### src/rtl/mem_ctrl.sv
// mem_ctrl: request/response controller between the CPU MAR/MDR load path
// and a 2**ADDR_W x DATA_W synchronous ram.
//
// Ports:
//   clk         system clock, rising edge
//   clr         asynchronous active-low reset
//   req_valid   CPU request present
//   req_ready   controller can accept (high only in IDLE)
//   req_write   1 = store, 0 = load
//   req_addr    32-bit word address; bits above ADDR_W must be zero
//   req_wdata   store data
//   rsp_valid   response available
//   rsp_ready   CPU consumes response
//   rsp_rdata   load data (MDR); 0 for stores and errors
//   rsp_err     address out of range
//   ram_read    ram read strobe (one cycle per load)
//   ram_write   ram write strobe (one cycle per store)
//   ram_addr    MAR, ram address
//   ram_wdata   MDR, drives ram data_in
//   ram_rdata   ram data_out
//   dbg_state_o current FSM state (IDLE=0, WRITE=1, READ=2, WAIT=3, RESP=4)
//
// Handshakes: a transfer happens on a rising edge where valid and ready are
// both 1. The request side is accepted only in IDLE; the response is held
// stable (rsp_valid, rsp_rdata, rsp_err) until rsp_ready is seen at an edge.

module mem_ctrl #(
    parameter int ADDR_W     = 9,
    parameter int DATA_W     = 32,
    parameter int RD_LATENCY = 1
) (
    input  logic              clk,
    input  logic              clr,
    input  logic              req_valid,
    output logic              req_ready,
    input  logic              req_write,
    input  logic [31:0]       req_addr,
    input  logic [DATA_W-1:0] req_wdata,
    output logic              rsp_valid,
    input  logic              rsp_ready,
    output logic [DATA_W-1:0] rsp_rdata,
    output logic              rsp_err,
    output logic              ram_read,
    output logic              ram_write,
    output logic [ADDR_W-1:0] ram_addr,
    output logic [DATA_W-1:0] ram_wdata,
    input  logic [DATA_W-1:0] ram_rdata,
    output logic [2:0]        dbg_state_o
);

    typedef enum logic [2:0] {
        IDLE  = 3'd0,
        WRITE = 3'd1,
        READ  = 3'd2,
        WAIT  = 3'd3,
        RESP  = 3'd4
    } state_e;

    state_e              state_q, state_d;
    logic [ADDR_W-1:0]   mar_q, mar_d;
    logic [DATA_W-1:0]   mdr_q, mdr_d;
    logic [2:0]          cnt_q, cnt_d;
    logic                err_q, err_d;
    logic                addr_bad;

    // Any set bit above the ram address range is an error; there is no wrap.
    assign addr_bad = |req_addr[31:ADDR_W];

    always_ff @(posedge clk or negedge clr) begin
        if (!clr) begin
            state_q <= IDLE;
            mar_q   <= '0;
            mdr_q   <= '0;
            cnt_q   <= '0;
            err_q   <= 1'b0;
        end else begin
            state_q <= state_d;
            mar_q   <= mar_d;
            mdr_q   <= mdr_d;
            cnt_q   <= cnt_d;
            err_q   <= err_d;
        end
    end

    always_comb begin
        state_d = state_q;
        mar_d   = mar_q;
        mdr_d   = mdr_q;
        cnt_d   = cnt_q;
        err_d   = err_q;
        case (state_q)
            IDLE: begin
                if (req_valid) begin
                    mar_d = req_addr[ADDR_W-1:0];
                    // MDR only carries store data for a good store, so an
                    // erroring store still answers with zero read data.
                    mdr_d = (req_write && !addr_bad) ? req_wdata : '0;
                    err_d = addr_bad;
                    if (addr_bad) begin
                        state_d = RESP;
                    end else if (req_write) begin
                        state_d = WRITE;
                    end else begin
                        state_d = READ;
                    end
                end
            end
            WRITE: begin
                mdr_d   = '0;
                state_d = RESP;
            end
            READ: begin
                cnt_d   = 3'(RD_LATENCY - 1);
                state_d = WAIT;
            end
            WAIT: begin
                if (cnt_q == 3'd0) begin
                    mdr_d   = ram_rdata;
                    state_d = RESP;
                end else begin
                    cnt_d = cnt_q - 3'd1;
                end
            end
            RESP: begin
                if (rsp_ready) begin
                    state_d = IDLE;
                end
            end
            default: begin
                state_d = IDLE;
            end
        endcase
    end

    // Moore outputs: strobes follow the state register, so an asynchronous
    // reset drops them immediately.
    always_comb begin
        req_ready   = (state_q == IDLE);
        ram_write   = (state_q == WRITE);
        ram_read    = (state_q == READ);
        ram_addr    = mar_q;
        ram_wdata   = mdr_q;
        rsp_valid   = (state_q == RESP);
        rsp_rdata   = (state_q == RESP) ? mdr_q : '0;
        rsp_err     = (state_q == RESP) && err_q;
        dbg_state_o = state_q;
    end

endmodule

### config.mk
export PLATFORM = sky130hd
export DESIGN_NAME = mem_ctrl
export DESIGN_NICKNAME = d
export VERILOG_FILES = /design/src/rtl/mem_ctrl.sv
export SDC_FILE = /design/constraint.sdc
export NUM_CORES = 1
export LEC_CHECK = 0
export CORE_AREA = 2 2 83 85
export DETAILED_ROUTE_END_ITERATION = 10
export DIE_AREA = 0 0 85 87
export DONT_BUFFER_PORTS = 1
export PLACE_DENSITY_LB_ADDON = 0.08
export SLEW_MARGIN = 10
export SYNTH_ARGS = -nofsm -noshare
export SYNTH_HDL_FRONTEND = slang
export SYNTH_SLANG_ARGS = --single-unit
### constraint.sdc
create_clock -name clk -period 2.9 [get_ports clk]
set_clock_uncertainty 0.15 [all_clocks]
set_input_delay 0.87 -clock clk [delete_from_list [all_inputs] [get_ports clk]]
set_output_delay 0.87 -clock clk [all_outputs]
set_load 0.005 [all_outputs]
==> results of run 1 <==
## stage by stage
step / util / hold slack (ns) / cell area [µm²]
2_1_floorplan: - / 0.3461 / 3129
3_3_place_gp: 0.4830 / 0.3614 / 3173
3_5_place_dp: 0.4830 / 0.3727 / 3173
4_1_cts: 0.4994 / 0.09228 / 3281
5_1_grt: 0.4994 / 0.07128 / 3281
6_report: 0.4994 / 0.1000 / 3281
## worst max-delay path, stage by stage, from the launching register on
cell and delay, ns:
dfrtp_1 0.40, buf_4 0.43, nand2_1 0.24, nor2_1 0.17
## routing by layer
layer	vias up	global-route usage
li1	1115	-
met1	1283	0.3003
met2	101	0.3636
met3	7	0.04834
met4	0	0.05339
met5	-	0
## cells by family (layout without fill, tap and decap cells)
kind of cell    count (synthesis)  count (layout)  share of synthesized area
simple gates                  123             123                     0.2363
compound gates                 75              75                     0.2623
flops                          48              48                     0.3838
buf+inv                        41              28                    0.07037
mux                            11              11                    0.03919
fa+ha+maj                       2               2                   0.007996
## flip-flops by register name (all words and copies together) (netlist names)
name         count
cnt_q            3
dbg_state_o      3
err_q            1
ram_addr         9
ram_wdata       32
## worst max path at each step
stage	start	end	slack (ns)	cells past startpoint
2_1_floorplan	dbg_state_o[2]	rsp_rdata[10]	0.58	5
3_3_place_gp	req_addr[15]	ram_wdata[19]	0.50	5
3_5_place_dp	req_addr[15]	ram_wdata[19]	0.47	5
4_1_cts	dbg_state_o[1]	ram_read	0.33	3
5_1_grt	dbg_state_o[1]	ram_read	0.23	3
6_report	dbg_state_o[1]	ram_read	0.33	3
## synthesized netlist by cell type, types with 3 or more instances
| master | n | area (µm²) |
|---|---|---|
| dfrtp_1 | 48 | 1201 |
| inv_1 | 5 | 18.77 |
| nor2_1 | 4 | 15.01 |
| o21ai_0 | 3 | 15.01 |
| nor3_1 | 4 | 20.02 |
| nand3_1 | 33 | 165.2 |
| and2_1 | 34 | 212.7 |
| a2bb2oi_2 | 29 | 435.4 |
| a2bb2oi_1 | 3 | 26.28 |
| and3_1 | 32 | 200.2 |
| nor4_1 | 3 | 18.77 |
| buf_6 | 4 | 45.04 |
| mux2_2 | 10 | 112.6 |
| clkbuf_1 | 19 | 71.32 |
| buf_2 | 10 | 50.05 |
| a311oi_1 | 32 | 280.3 |
## layout make-up
class | count | area, µm²
multi-input cells | 211 | 1727
well taps | 80 | 100.1
fillers | 617 | 3288
repair buffers | 15 | 125.1
flip-flops and latches | 48 | 1202
clock buffers | 6 | 72.57
clock inverters | 2 | 35.03
inverters | 5 | 18.77
## where the power goes
| part | internal, µW | leakage (µW) | switching, µW |
|---|---|---|---|
| registers | 792 | 0.000580 | 132 |
| logic | 263 | 0.000669 | 180 |
| clock network | 256 | 0.0000552 | 225 |
| total | 1310 | 0.00130 | 537 |
==> results.py, run 1 <==
metrics = {
    "route": {
        "drc": 0,
        "wl_met1_mm": 3.724,
        "highest_layer": "met4",
        "wl_met2_mm": 4.181,
        "post_drt_wl_per_cell_um": 23.10,
        "drt_iter0_drc": 124,
        "routed_wl_mm": 8.476,
        "drt-vias-per-instance": 6.828,
        "vias": 2506,
        "postRouteAntennaNets": 0,
        "first_pass_iters": 4,
        "wl_met3_um": 501,
    },
    "placed_design": {
        "dp_hpwl_mm": 5.564,
        "gp_congestion": 0.7745,
        "io_buffers": 0,
        "pre_cts_ws_ns": 0.4705,
        "dp_cells": 359,
    },
    "floorplan": {
        "dieArea_um2": 7395,
        "core_area_um2": 6569,
        "initial_utilization": 0.4764,
        "fp-row-count": 30,
        "die_h_um": 87,
        "io_pins": 182,
        "fp.dieW_um": 85,
    },
    "run_status": {
        "outcome": "completed",
    },
    "clock_network": {
        "clockBufferDepth": 2,
        "cts_buffers": 5,
        "cts.hold.buffers_added": 0,
        "cts_resized": 0,
        "clkLatencyLatePin_ns": 0.30,
        "htreeDepth": 2,
        "cts_sinks": 48,
        "clkTransAtPathRegs_ns": 0.09,
        "cts_tree": "built",
        "post_cts_buffers": 0,
        "cts-root-buf": "clkbuf_8",
    },
    "global_routing": {
        "first_global_vias": 2409,
        "grt_start_max_net_pins": 49,
        "grt_overflow_total": 0,
        "grtUsageTotal": 0.2216,
        "antenna_found_initial": 0,
        "grt_first_pass_wirelength_mm": 12.99,
    },
    "layout": {
        "syn_to_final_growth_pct": 4.838,
        "final_common_cell": "dfrtp_1",
        "mostFrequentLayoutCells": "47 x dfrtp_1, 34 x and2_1, 33 x nand3_1",
        "fin_cells": 367,
        "final_nets": 389,
        "insertedDiodeCount": 0,
        "drive_gt1_frac": 0.2404,
    },
    "timing": {
        "tightest_slew_ns": 0.5498,
        "slew_violations": 0,
        "finalHoldViolations": 0,
        "relSlewSlack": 0.6335,
        "final-setup-viol-count": 0,
        "rsz0062_at_grt": "false",
        "max_freq_mhz": 389.6,
        "layout_setup_ws_ns": 0.3334,
        "fin_setup_tns_ns": 0,
        "period_share": 0.8850,
        "min_period_ns": 2.567,
    },
    "logic_synthesis": {
        "ys_ff_latch": 48,
        "syn_area_um2": 3129,
        "yosysSeqAreaShare": 0.3838,
        "synthesis.nets": 403,
        "syn_avg_cell_area_um2": 10.43,
        "yosys.cell_types.count": 36,
        "async_reset_ff_frac": 1.000,
        "synth_edf_count": 0,
        "postSynthCellCount": 300,
        "ys_warn_count": 0,
        "synthFlopType": "dfrtp_1",
    },
    "worst_setup_path": {
        "setup.worst_path.end_class": "primary output",
        "cp_max_fo": 42,
        "cp.required_ns": 1.88,
        "regToRegStartpoint": "cnt_q[0]",
        "path_class": "reg2out",
        "reg2reg_to": "ram_wdata[11]",
        "worstPathArrival_ns": 1.55,
        "r2r_slack_ns": 0.67,
        "startpoint_type": "flop",
        "ff2ff_path_depth": 8,
    },
    "power_and_ir_drop": {
        "power_density_nw_per_um2": 563.6,
        "peakVddDrop_mv": 0.2858,
        "p_leak_uw": 0.001305,
        "finalPower_uw": 1849,
    },
    "min_path": {
        "hp-class": "in2async",
    },
    "flow_run": {
        "cap_violations": 0,
    },
}
Note: power is estimated with default switching activity, not from simulation.
==> inputs of run 2 (changes only) <==
- CORE_AREA: 2 2 83 85 -> 2 2 90 92
- CTS_CLUSTER_SIZE: not set -> 10
- DIE_AREA: 0 0 85 87 -> 0 0 92 94
- DONT_BUFFER_PORTS: 1 -> not set
==> results.py, run 2 (same netlist as run 1, synthesis figures left out) <==
metrics = {
    "run_status": {
        "outcome": "completed",
    },
    "placed_design": {
        "io_buffers": 181,
        "gp_congestion": 0.8131,
        "dp_hpwl_mm": 7.334,
        "pre_cts_ws_ns": -0.1037,
        "place_area_um2": 5060,
    },
    "worst_setup_path": {
        "cp.required_ns": 1.88,
        "r2r_slack_ns": 0.32,
        "cp_max_fo": 27,
        "setup.worst_path.end_class": "primary output",
        "path_class": "reg2out",
        "regToRegStartpoint": "cnt_q[0]",
        "ff2ff_path_depth": 8,
        "startpoint_type": "flop",
        "reg2reg_to": "ram_wdata[25]",
        "worstPathArrival_ns": 1.83,
    },
    "timing": {
        "period_share": 0.9820,
        "min_period_ns": 2.848,
        "slew_violations": 0,
        "relSlewSlack": 0.3349,
        "rsz0062_at_grt": "true",
        "finalHoldViolations": 0,
        "fin_setup_tns_ns": 0,
        "max_freq_mhz": 351.1,
        "tightest_slew_ns": 0.9955,
        "final-setup-viol-count": 0,
        "layout_setup_ws_ns": 0.05209,
    },
    "floorplan": {
        "fp-row-count": 32,
        "io_pins": 182,
        "dieArea_um2": 8648,
        "fp.dieW_um": 92,
        "initial_utilization": 0.4113,
        "core_area_um2": 7607,
        "die_h_um": 94,
    },
    "layout": {
        "largest_register_ffs": 32,
        "syn_to_final_growth_pct": 67.57,
        "drive_gt1_frac": 0.1596,
        "insertedDiodeCount": 0,
        "final_cell_area_um2": 5244,
        "final_common_cell": "clkdlybuf4s50_1",
        "mostFrequentLayoutCells": "164 x clkdlybuf4s50_1, 47 x dfrtp_1, 33 x and2_1, 33 x nand3_1",
        "final_nets": 572,
    },
    "global_routing": {
        "top_usage_layer": "met2",
        "grt_first_pass_wirelength_mm": 16.24,
        "first_global_vias": 3135,
        "grt_start_max_net_pins": 39,
        "grt_overflow_total": 0,
        "grtUsageTotal": 0.2367,
        "met3_usage": 0.03612,
        "use_met1": 0.2905,
        "antenna_found_initial": 0,
        "grt_util_met2": 0.4289,
    },
    "min_path": {
        "hp-start": "ram_addr[2]",
        "hold_depth": 1,
        "hold_end": "ram_addr[2]",
        "hp-class": "reg2reg",
    },
    "clock_network": {
        "post_cts_buffers": 0,
        "cts_buffers": 5,
        "cts_tree": "built",
        "htreeDepth": 2,
        "clkTransAtPathRegs_ns": 0.09,
        "clkLatencyLatePin_ns": 0.30,
        "cts-root-buf": "clkbuf_8",
        "cts_sinks": 48,
        "clockBufferDepth": 2,
    },
    "route": {
        "postRouteAntennaNets": 0,
        "drt_iter0_drc": 126,
        "drc": 0,
        "first_pass_iters": 4,
        "routed_wl_mm": 10.41,
        "vias": 3144,
        "post_drt_wl_per_cell_um": 18.21,
        "drt-vias-per-instance": 5.497,
    },
    "power_and_ir_drop": {
        "power_density_nw_per_um2": 461.1,
        "peakVddDrop_mv": 0.2434,
        "p_leak_uw": 0.002270,
        "finalPower_uw": 2418,
    },
    "flow_run": {
        "cap_violations": 0,
    },
}
run 2: cell count changes in the layout (fill, tap and decap cells not counted), moves of 2 or more:
cell             delta
buf_12              +4
clkdlybuf4s50_1   +164
dlymetal6s2s_1     +16
buf_6               +2
buf_4               -4
run 2: where the power goes:
part	switching, µW	total (µW)	leakage, µW	internal, µW
sequential	108	900	0.000580	792
combinational	304	999	0.00163	696
clock	236	519	0.0000614	282
run 2: per-stage QoR:
step	std cells	hold WS, ns	util
detailed placement	564	0.3447	0.6651
finish	572	0.3633	0.6893
CTS	572	0.3670	0.6816
global placement	564	0.3373	0.6651
floorplan	300	0.3461	-
global route	572	0.3793	0.6893
run 2: timing repair:
action | CTS | global route
hold endpoints to repair | 0 | 0
gates resized for setup | 1 | 22
hold buffers | 0 | 0
setup endpoints to repair | 27 | 30
run 2: cell type report:
cell class	count	area, µm²
clock inverter	2	38.79
multi-input combinational	211	1729
timing repair buffer	198	2044
inverter	5	18.77
clock buffer	6	82.58
sequential	48	1202
fill	599	2364
tap	102	127.6
run 2: critical path, cell delays in order (launching register included):
cell,delay (ns)
dfrtp_1,0.37
inv_2,0.07
nor3_4,0.23
buf_12,0.20
and2_1,0.15
clkdlybuf4s50_1,0.52
run 2: worst max-delay path by stage:
stage                         startpoint       endpoint  depth (start not counted)
after floorplan           dbg_state_o[2]  rsp_rdata[10]                          5
after CTS                 dbg_state_o[2]   rsp_rdata[0]                          5
after global routing      dbg_state_o[2]      ram_write                          4
final                     dbg_state_o[2]   rsp_rdata[0]                          5
after detailed placement       req_valid   ram_wdata[1]                          6
after global placement         req_valid  ram_wdata[30]                          6
run 2: metal layers:
layer  vias up  routed length [µm]  share of wire
met5         -                   0              0
met4         0                 193          0.019
met3        15                 576          0.055
li1       1483                   -              -
met1      1526                4374           0.42
met2       120                5270           0.51
